--- config.mk ---
export PLATFORM = sky130hd
export DESIGN_NAME = rgb2bram
export DESIGN_NICKNAME = d
export VERILOG_FILES = /design/src/rtl/rgb2bram_pkg.sv /design/src/rtl/vid_edge_det.sv /design/src/rtl/rgb2bram.sv
export SDC_FILE = /design/constraint.sdc
export NUM_CORES = 1
export LEC_CHECK = 0
export CORE_MARGIN = 2
export CORE_UTILIZATION = 37
export CTS_CLUSTER_DIAMETER = 30
export CTS_CLUSTER_SIZE = 14
export DETAILED_ROUTE_END_ITERATION = 16
export GPL_TIMING_DRIVEN = 0
export PLACE_DENSITY = 0.69
export SLEW_MARGIN = 30
export SYNTH_ARGS = -nofsm -noshare
export SYNTH_HDL_FRONTEND = slang
export SYNTH_SLANG_ARGS = --single-unit
export TNS_END_PERCENT = 50
--- constraint.sdc ---
create_clock -name clk -period 2.5 [get_ports clk]
set_clock_uncertainty 0.2 [all_clocks]
set_input_delay 0.25 -clock clk [delete_from_list [all_inputs] [get_ports clk]]
set_output_delay 0.25 -clock clk [all_outputs]
set_load 0.02 [all_outputs]
--- src/rtl/rgb2bram_pkg.sv ---
// Shared types and defaults for the rgb2bram video-to-BRAM capture block.
// Build option RGB2BRAM_DECIM_EN selects 2:1 decimation on both axes.
package rgb2bram_pkg;

    typedef enum logic [1:0] {
        IDLE    = 2'd0,
        ARMED   = 2'd1,
        CAPTURE = 2'd2,
        FULL    = 2'd3
    } state_t;

    typedef struct packed {
        state_t state;
        logic   hd;
    } dbg_t;

    localparam int H_CAP_DEF = 320;
    localparam int V_CAP_DEF = 180;
    localparam int DEPTH     = H_CAP_DEF * V_CAP_DEF;
    localparam int ADDR_W    = 20;
    localparam int PIX_W     = 24;

endpackage

--- src/rtl/vid_edge_det.sv ---
// Registered-history edge detector for vertical sync (already polarity
// normalised) and data enable; history only advances while en is high.
module vid_edge_det (
    input  logic clk,
    input  logic xrst,
    input  logic en,
    input  logic vs,
    input  logic den,
    output logic vs_rise,
    output logic vs_fall,
    output logic den_rise,
    output logic den_fall
);

    logic vs_q;
    logic den_q;

    always_ff @(posedge clk) begin
        if (!xrst) begin
            vs_q  <= 1'b0;
            den_q <= 1'b0;
        end else if (en) begin
            vs_q  <= vs;
            den_q <= den;
        end
    end

    assign vs_rise  = vs & ~vs_q;
    assign vs_fall  = ~vs & vs_q;
    assign den_rise = den & ~den_q;
    assign den_fall = ~den & den_q;

endmodule

--- src/rtl/rgb2bram.sv ---
// Captures an H_CAP x V_CAP window of a DE-framed RGB stream into BRAM, one
// write per kept pixel. Define RGB2BRAM_DECIM_EN to keep only even pixels of even lines.
module rgb2bram
    import rgb2bram_pkg::*;
#(
    parameter int   H_CAP = H_CAP_DEF,
    parameter int   V_CAP = V_CAP_DEF,
    parameter logic VSP   = 1'b1
) (
    input  logic              clk,
    input  logic              xrst,
    input  logic              en,
    input  logic              vd,
    input  logic              hd,
    input  logic              den,
    input  logic [PIX_W-1:0]  rgb24bit,
    output logic [ADDR_W-1:0] ram_addr,
    output logic [PIX_W-1:0]  ram_wdata,
    output logic              ram_we,
    output logic              frame_done,
    output logic              frame_short,
    output dbg_t              dbg
);

`ifdef RGB2BRAM_DECIM_EN
    localparam logic DECIM = 1'b1;
`else
    localparam logic DECIM = 1'b0;
`endif

    localparam logic [ADDR_W-1:0] H_LIM  = ADDR_W'(H_CAP);
    localparam logic [ADDR_W-1:0] V_LIM  = ADDR_W'(V_CAP);
    localparam logic [ADDR_W-1:0] V_LAST = ADDR_W'(V_CAP - 1);

    state_t state, state_nx;
    logic [ADDR_W-1:0] x, y, base;
    logic vs, vs_rise, vs_fall, den_rise, den_fall;
    logic vs_left, src_x_odd, src_y_odd;
    logic we_q, done_q, short_q, hd_q;
    logic keep_px, keep_line;
    logic start, abort, line_end, frame_full, wr;

    assign vs = (vd == VSP);

    vid_edge_det u_edge (
        .clk      (clk),
        .xrst     (xrst),
        .en       (en),
        .vs       (vs),
        .den      (den),
        .vs_rise  (vs_rise),
        .vs_fall  (vs_fall),
        .den_rise (den_rise),
        .den_fall (den_fall)
    );

    assign keep_px   = ~DECIM | ~src_x_odd;
    assign keep_line = ~DECIM | ~src_y_odd;

    always_comb begin
        state_nx   = state;
        start      = 1'b0;
        abort      = 1'b0;
        line_end   = 1'b0;
        frame_full = 1'b0;
        case (state)
            IDLE:    if (vs_rise) state_nx = ARMED;
            ARMED: begin
                // Capture only begins once sync has been seen to end.
                if (den_rise && !vs && (vs_left || vs_fall)) begin
                    start    = 1'b1;
                    state_nx = CAPTURE;
                end
            end
            CAPTURE: begin
                if (vs_rise) begin
                    abort    = 1'b1;
                    state_nx = ARMED;
                end else if (den_fall) begin
                    line_end = 1'b1;
                    if (keep_line && y == V_LAST) begin
                        frame_full = 1'b1;
                        state_nx   = FULL;
                    end
                end
            end
            FULL:    if (vs_rise) state_nx = ARMED;
            default: state_nx = IDLE;
        endcase
        wr = (start || (state == CAPTURE && !vs_rise)) && den && keep_px && keep_line
             && (x < H_LIM) && (y < V_LIM);
    end

    always_ff @(posedge clk) begin
        if (!xrst) begin
            state     <= IDLE;
            x         <= '0;
            y         <= '0;
            base      <= '0;
            vs_left   <= 1'b0;
            src_x_odd <= 1'b0;
            src_y_odd <= 1'b0;
            we_q      <= 1'b0;
            done_q    <= 1'b0;
            short_q   <= 1'b0;
            hd_q      <= 1'b0;
            ram_addr  <= '0;
            ram_wdata <= '0;
        end else if (en) begin
            state   <= state_nx;
            hd_q    <= hd;
            we_q    <= wr;
            done_q  <= abort | frame_full;
            short_q <= abort;
            if (wr) begin
                ram_addr  <= base + x;
                ram_wdata <= rgb24bit;
            end
            if (state_nx == ARMED) begin
                x         <= '0;
                y         <= '0;
                base      <= '0;
                src_x_odd <= 1'b0;
                src_y_odd <= 1'b0;
                if (vs_rise)      vs_left <= 1'b0;
                else if (vs_fall) vs_left <= 1'b1;
            end else if (start || state == CAPTURE) begin
                if (line_end) begin
                    x         <= '0;
                    src_x_odd <= 1'b0;
                    src_y_odd <= ~src_y_odd;
                    if (keep_line) begin
                        y    <= y + 1'b1;
                        base <= base + H_LIM;
                    end
                end else if (den) begin
                    src_x_odd <= ~src_x_odd;
                    if (keep_px && keep_line && x < H_LIM) x <= x + 1'b1;
                end
            end
        end
    end

    // Held strobes are masked while stalled so a pause never repeats a write.
    assign ram_we      = we_q & en;
    assign frame_done  = done_q & en;
    assign frame_short = short_q & en;
    assign dbg         = '{state: state, hd: hd_q};

endmodule

==> metrics.md, run 1 <==
| Metric | Value |
|---|---|
| Status | finished with violations |
| Violated checks | negative setup slack |
| Area Growth Syn to Fin | 35.0% |
| Slew Viols, Final | 0 |
| Peak supply drop | 0.000347 V |
| RSZ-0062 raised after global routing | true |
| Top cells by count, synth | dfxtp_1 (107), nand2_1 (100), a21oi_1 (74) |
| Critical path's top delay family | simple AND/OR/NAND/NOR gates |
| Largest net degree at the start of global routing | 19 |
| Power Total | 3.58 mW |
| Register area share after synthesis | 42.9% |
| Asr flop ratio synth | 0% |
| Initial core utilization | 37.9% |
| Slowest-stage cell, CP | or4_4 |
| DR vias | 4,641 |
| Min-Delay Path Class | in2reg |
| Final WS setup | -0.0916 ns |
| GP Congestion | 0.881 |
| Vias/cell | 5.26 |
| Post-layout net count | 753 |
| Max incr delay on CP | 0.51 ns |
| Synthesized area per cell | 8.31 µm² |
| Crit end category | register |
| Dpl hpwl | 9.17 mm |
| PwrDens | 531 nW/µm² |
| Crit path from | u_edge.vs_q$_SDFFE_PN0P_ |
| CTS tree | built |
| CTS Buf Count | 9 |
| Distinct cells, synth | 50 |
| DRC violations left | 0 |
| Crit path DAT | 2.67 ns |
| Clk Latency, worst-skew pair | 0.35 ns |
| Initial antenna violation count | 0 |
| First-pass GRT wire length | 21.4 mm |
| Worst-path clk slew | 0.07 ns |
| Core box area | 13,200 µm² |
| DRT Pass-1 Iters | 4 |
| CP Class | reg2reg |
| IO Port Bufs | 77 |
| Layout cells sized above 1 | 16.1% |
| Dominant synthesized flop cell | dfxtp_1 |
| Max Buffers Root-to-Sink | 2 |
| Max cap viols | 0 |
| Yosys reg bits | 107 |
| Top post-synthesis cells by area | dfxtp_1 (43%), nand2_1 (7.5%), a21oi_1 (7.4%) |
| IO Pins | 80 |
| Worst slew pin tran | 0.710 ns |
| Rows | 42 |
| Final setup viols | 11 |
| Count leader, synth | dfxtp_1 |
| CTS Root Cell | clkbuf_16 |
| Final instance area | 6740 µm² |
| Crit path buffers/inverters | 0 |
| H-tree depth | 3 |
| # clock sinks | 107 |
| Hold-fix buffers, CTS | 0 |
| Top cell type by total area after synthesis | dfxtp_1 |
| GRT overflow | 0 |
| Mapped Nets | 652 |
| Worst-path fanout max | 7 |
| Pre-CTS WS | -0.740 ns |
| Gr usage total | 18.0% |
| WP data required | 2.58 ns |
| Hold Crit Start | en |
| Detail Route Antenna Nets | 0 |
| Post-DR wirelength/cell | 14.9 µm |
| Rel. slew slack | 52.3% |
| Die H | 120 µm |
| Die Footprint | 14,400 µm² |
| Placed Area | 6010 µm² |
| Number of global-route vias before repair | 4,492 |
| Antenna diode count | 0 |
| Minimum clock period after layout | 2.59 ns |
| Max frequency | 0.386 GHz |
| Synth Instances | 601 |
| Setup crit start kind | register |
| Initial drt markers | 316 |
| Synth Cell Area | 5000 µm² |
| Period utilization | 104% |
| Syn. warnings | 0 |
| Crit Reg-Reg Startpoint | u_edge.vs_q$_SDFFE_PN0P_ |
| Die width | 120 µm |
| Share of the synthesized area in the top cell type | 42.9% |
| Crit path cell chain | ha_4 > or2_4 > a211o_1 > a32o_2 > a21o_4 > and2_4 > or4_4 > a21oi_2 |
| Hold Fails Final Rpt | 0 |
| Post-Route WL | 13.1 mm |
| Leak pwr | 2.38 nW |
| Number of flops mapped to enable cells by yosys | 0 |
-- layout by cell type (no fill, tap or decap), types with 9 or more instances in the layout --
master,netlist,final
dfxtp_1,107,101
nand2_1,100,98
clkdlybuf4s50_1,0,76
a21oi_1,74,67
nor2_1,44,41
xnor2_1,30,30
and3_1,25,23
nand3_1,21,20
buf_4,2,17
ha_1,21,16
clkbuf_1,27,12
o21ai_0,17,12
inv_1,14,10
a211oi_2,1,10
clkbuf_16,0,9
-- area by class of cell --
cell class                      instances  area (µm²)
Buffer                                 31         170
Clock buffer                           10         229
Clock inverter                          6        72.6
Fill cell                            1185        6450
Inverter                               15        58.8
Multi-Input combinational cell        448        2970
Sequential cell                       107        2160
Tap cell                              176         220
Timing Repair Buffer                   90         868
-- stage by stage --
stage               hold WS (ns)  TNS, ns  std cells  util (%)
finish                     0.195   -0.348        883      51.1
global route               0.232    -1.93        883      51.1
CTS                        0.176   -0.475        881      50.0
detailed placement         0.244   -62.38        854      45.6
global placement           0.238   -55.19        854      45.6
floorplan                  0.190        0        601         -
-- logic make-up (layout without fill, tap and decap cells) --
kind of cell,after synthesis,in the layout,synth area share (%)
and+or+nand+nor,245,245,23.4
AOI/OAI and AO/OA,145,145,18.1
DFF,107,107,42.9
buffers and inverters,46,152,3.78
xor gates and xnor gates,33,33,5.79
adders and majority gates,21,21,5.26
muxes,4,4,0.801
-- timing repair --
action,in CTS,in global routing
endpoints found under the setup margin,99,94
setup buffers,11,2
pin swaps,19,13
resized for setup,53,54
-- state kept, by name, indices dropped and copies added, names as in the netlist, 2 cells and up --
register	cells
ram_wdata	24
ram_addr	20
x	20
y	20
base	14
state	2
-- final timing paths --
check | slack, ns | end | cells after the start
worst max register to register | -0.09 | base[16]$_SDFFE_PN0P_ | 8
worst max-delay path | -0.09 | base[16]$_SDFFE_PN0P_ | 8
worst min-delay path | 0.20 | u_edge.vs_q$_SDFFE_PN0P_ | 3
worst min register to register | 0.25 | ram_wdata[7]$_SDFFE_PN0P_ | 2
-- routing by layer --
| layer | wire length, µm | track usage [%] |
|---|---|---|
| met1 | 6090 | 23.5 |
| met2 | 6140 | 29.8 |
| met3 | 648 | 2.69 |
| met4 | 259 | 7.43 |
| met5 | 0 | 0 |
-- where the power goes --
| part | total, mW | switching, mW | internal (mW) |
|---|---|---|---|
| clock network | 1.45 | 0.661 | 0.790 |
| logic | 0.379 | 0.212 | 0.167 |
| registers | 1.75 | 0.0241 | 1.72 |
-- worst reg2reg max path, delay by kind of cell (launching register included) --
kind	cells	cell delay (ns)
simple gates	3	0.94
compound gates	4	0.89
flops	1	0.35
fa+ha+maj	1	0.15
No activity file was read; power rests on OpenSTA's default activity.
==> run 2, diff against run 1 <==
--- a/config.mk
+++ b/config.mk
@@ -5,13 +5,14 @@
 export SDC_FILE = /design/constraint.sdc
 export NUM_CORES = 1
 export LEC_CHECK = 0
+export CORE_ASPECT_RATIO = 1.4
 export CORE_MARGIN = 2
 export CORE_UTILIZATION = 37
 export CTS_CLUSTER_DIAMETER = 30
 export CTS_CLUSTER_SIZE = 14
 export DETAILED_ROUTE_END_ITERATION = 16
 export GPL_TIMING_DRIVEN = 0
-export PLACE_DENSITY = 0.69
+export PLACE_DENSITY = 0.67
 export SLEW_MARGIN = 30
 export SYNTH_ARGS = -nofsm -noshare
 export SYNTH_HDL_FRONTEND = slang
==> constraint.sdc (replaced) <==
create_clock -name clk -period 2.9 [get_ports clk]
set_clock_uncertainty 0.2 [all_clocks]
set_input_delay 0.29 -clock clk [delete_from_list [all_inputs] [get_ports clk]]
set_output_delay 0.29 -clock clk [all_outputs]
set_load 0.02 [all_outputs]
==> run 2 against run 1 <==
  * The run now ends clean
  * Via count shrank 2.0%
  * Critical path depth is 1 higher
  * Setup slack improved by 0.22 ns
  * Wire length down 3.3%
  * Utilization decreased by 2.9 points
  * First-iteration DRC count increased by 4.7%
  * Global-route usage is 0.17 points lower
  * Die area barely moved
  * Non-clock buffer count fell by 10
  * Flip-flop and latch count unchanged
  * Sequential share of layout area increased by 1.6 points
  * Power is 15% lower
  * Critical path type unchanged
==> metrics.md, run 2 (synthesis gave the netlist of run 1 again) <==
| Metric | Value |
|---|---|
| Largest Register | ram_wdata |
| First-pass GRT wire length | 20.8 mm |
| R2r setup slk | 0.13 ns |
| Clk Latency, worst-skew pair | 0.35 ns |
| Leading cell type in the layout, fill and taps excluded | dfxtp_1 |
| Slew Viols, Final | 0 |
| Max frequency | 0.361 GHz |
| Detail Route Antenna Nets | 0 |
| Most frequent cells in the layout | dfxtp_1 (106), nand2_1 (100), clkdlybuf4s50_1 (76) |
| Gr usage total | 17.8% |
| CTS Root Cell | clkbuf_16 |
| Layout fillers | 1,293 |
| IO Port Bufs | 77 |
| Antenna diode count | 0 |
| Initial antenna violation count | 0 |
| Hold path cells | 3 |
| Crit Reg-Reg Startpoint | state[0]$_SDFFE_PN0P_ |
| Final setup viols | 0 |
| Leak pwr | 2.30 nW |
| Final instance area | 6390 µm² |
| Number of global-route vias before repair | 4,484 |
| DR vias | 4,547 |
| Number of flip-flops in the largest register | 24 |
| Post-layout net count | 743 |
| Max Buffers Root-to-Sink | 2 |
| Max incr delay on CP | 0.52 ns |
| Worst slew pin tran | 0.665 ns |
| Layout cells sized above 1 | 8.03% |
| Status | finished, final reports clean |
| IO Pins | 80 |
| Critical R2R Capture | base[16]$_SDFFE_PN0P_ |
| Crit path cell chain | inv_1 > ha_2 > nor2_1 > a211o_1 > a32o_1 > a21o_4 > and2_4 > or4_1 > a21oi_1 |
| CTS Buf Count | 9 |
| Post-Route WL | 12.7 mm |
| PwrDens | 474 nW/µm² |
| WP data required | 2.98 ns |
| GRT overflow | 0 |
| Hold Crit Start | vd |
| # clock sinks | 107 |
| Dpl cells | 860 |
| Setup crit start kind | register |
| Crit path DAT | 2.85 ns |
| Hold-fix buffers, CTS | 0 |
| Hold Path End | u_edge.vs_q$_SDFFE_PN0P_ |
| Initial core utilization | 37.7% |
| Max cap viols | 0 |
| CP Class | reg2reg |
| Placed Area | 5990 µm² |
| DRT Pass-1 Iters | 5 |
| Hold Fails Final Rpt | 0 |
| Minimum clock period after layout | 2.77 ns |
| Die H | 141 µm |
| FF-to-FF path depth | 9 |
| CTS tree | built |
| Worst-path clk slew | 0.07 ns |
| Vias/cell | 5.17 |
| Setup TNS | 0 ns |
| Core box area | 13,300 µm² |
| Largest net degree at the start of global routing | 18 |
| Dpl hpwl | 9.56 mm |
| Worst-path fanout max | 7 |
| Crit end category | register |
| Area Growth Syn to Fin | 27.9% |
| Rel. slew slack | 55.6% |
| DRC violations left | 0 |
| Initial drt markers | 331 |
| H-tree depth | 3 |
| Layout Cells excl Fill | 879 |
| Die Footprint | 14,500 µm² |
| Post-DR wirelength/cell | 14.5 µm |
| Slowest-stage cell, CP | or4_1 |
| Rows | 50 |
| Period utilization | 95.5% |
| Die width | 102 µm |
| Min-Delay Path Class | in2reg |
| GP Congestion | 0.871 |
| Peak supply drop | 0.000293 V |
==> run 2: changes by cell type in the layout (fill, tap and decap cells not counted), sizes merged <==
| cell | previous run | this run |
|---|---|---|
| buf | 24 | 8 |
| clkbuf | 30 | 37 |
| clkdlybuf4s15 | 1 | 0 |
| clkinv | 3 | 1 |
| clkinvlp | 0 | 2 |
| dlymetal6s2s | 0 | 1 |
| inv | 17 | 16 |
==> run 2: power breakdown <==
part	leakage, nW	internal [mW]	switching [mW]	total, mW
clock	0.144	0.698	0.550	1.25
sequential	0.864	1.49	0.0202	1.51
combinational	1.30	0.114	0.159	0.273
==> run 2: what timing repair did <==
item | 4_1_cts | 5_1_grt
endpoints found under the hold margin | 0 | 0
resized for setup | 7 | 22
pin swaps | 0 | 2
endpoints found under the setup margin | 41 | 83
buffers inserted | 0 | 4
==> run 2: worst max path at each step <==
stage / to / from / cells past startpoint / slack (ns)
6_report: base[16]$_SDFFE_PN0P_ / state[0]$_SDFFE_PN0P_ / 9 / 0.13
5_1_grt: x[3]$_SDFFE_PN0P_ / y[1]$_SDFFE_PN0P_ / 9 / -0.01
4_1_cts: base[16]$_SDFFE_PN0P_ / state[0]$_SDFFE_PN0P_ / 9 / 0.0001
3_5_place_dp: ram_addr[6]$_SDFFE_PN0P_ / den / 8 / -0.42
3_3_place_gp: ram_wdata[23]$_SDFFE_PN0P_ / den / 8 / -0.36
2_1_floorplan: base[16]$_SDFFE_PN0P_ / state[0]$_SDFFE_PN0P_ / 9 / 0.19
==> run 2: through the flow <==
step | worst slack (ns) | power, mW | hold WS [ns] | utilization (%)
after detailed placement | -0.419 | 1.80 | 0.245 | 45.2
after floorplan | 0.188 | 1.69 | 0.230 | -
after CTS | 0.000106 | 3.04 | 0.225 | 47.7
final | 0.131 | 3.03 | 0.135 | 48.2
after global routing | -0.0114 | 3.14 | 0.187 | 48.2
after global placement | -0.361 | 1.80 | 0.237 | 45.2
==> run 2: final cells by class <==
class	instances	area (µm²)	area share [%]
well taps	182	228	3.56
repair buffers	81	803	12.6
multi-input cells	448	2710	42.5
inverters	15	56.3	0.881
flip-flops and latches	107	2140	33.5
clock inverters	5	61.3	0.959
plain buffers	30	143	2.23
clock buffers	11	243	3.80
==> run 2: critical path: cells and delay by family (launching register included) <==
kind | cells | cell delay, ns
AO/OA/AOI/OAI | 4 | 0.91
flip-flops | 1 | 0.39
AND/OR/NAND/NOR | 3 | 0.78
adder cells (fa/ha/maj) | 1 | 0.32
buffers and inverters | 1 | 0.11
==> run 2: layer usage <==
| layer | part of all wire [%] | global-route usage, % |
|---|---|---|
| met4 | 1.4 | 5.54 |
| met3 | 4.0 | 3.15 |
| met2 | 52 | 33.2 |
| met5 | 0 | 0 |
| met1 | 42 | 20.2 |
==> run 3, diff against run 2 <==
--- a/config.mk
+++ b/config.mk
@@ -13,7 +13,6 @@
 export DETAILED_ROUTE_END_ITERATION = 16
 export GPL_TIMING_DRIVEN = 0
 export PLACE_DENSITY = 0.67
-export SLEW_MARGIN = 30
 export SYNTH_ARGS = -nofsm -noshare
 export SYNTH_HDL_FRONTEND = slang
 export SYNTH_SLANG_ARGS = --single-unit
==> results of run 3 <==
The final DEF is identical to that of run 2; final timing and power are the same.
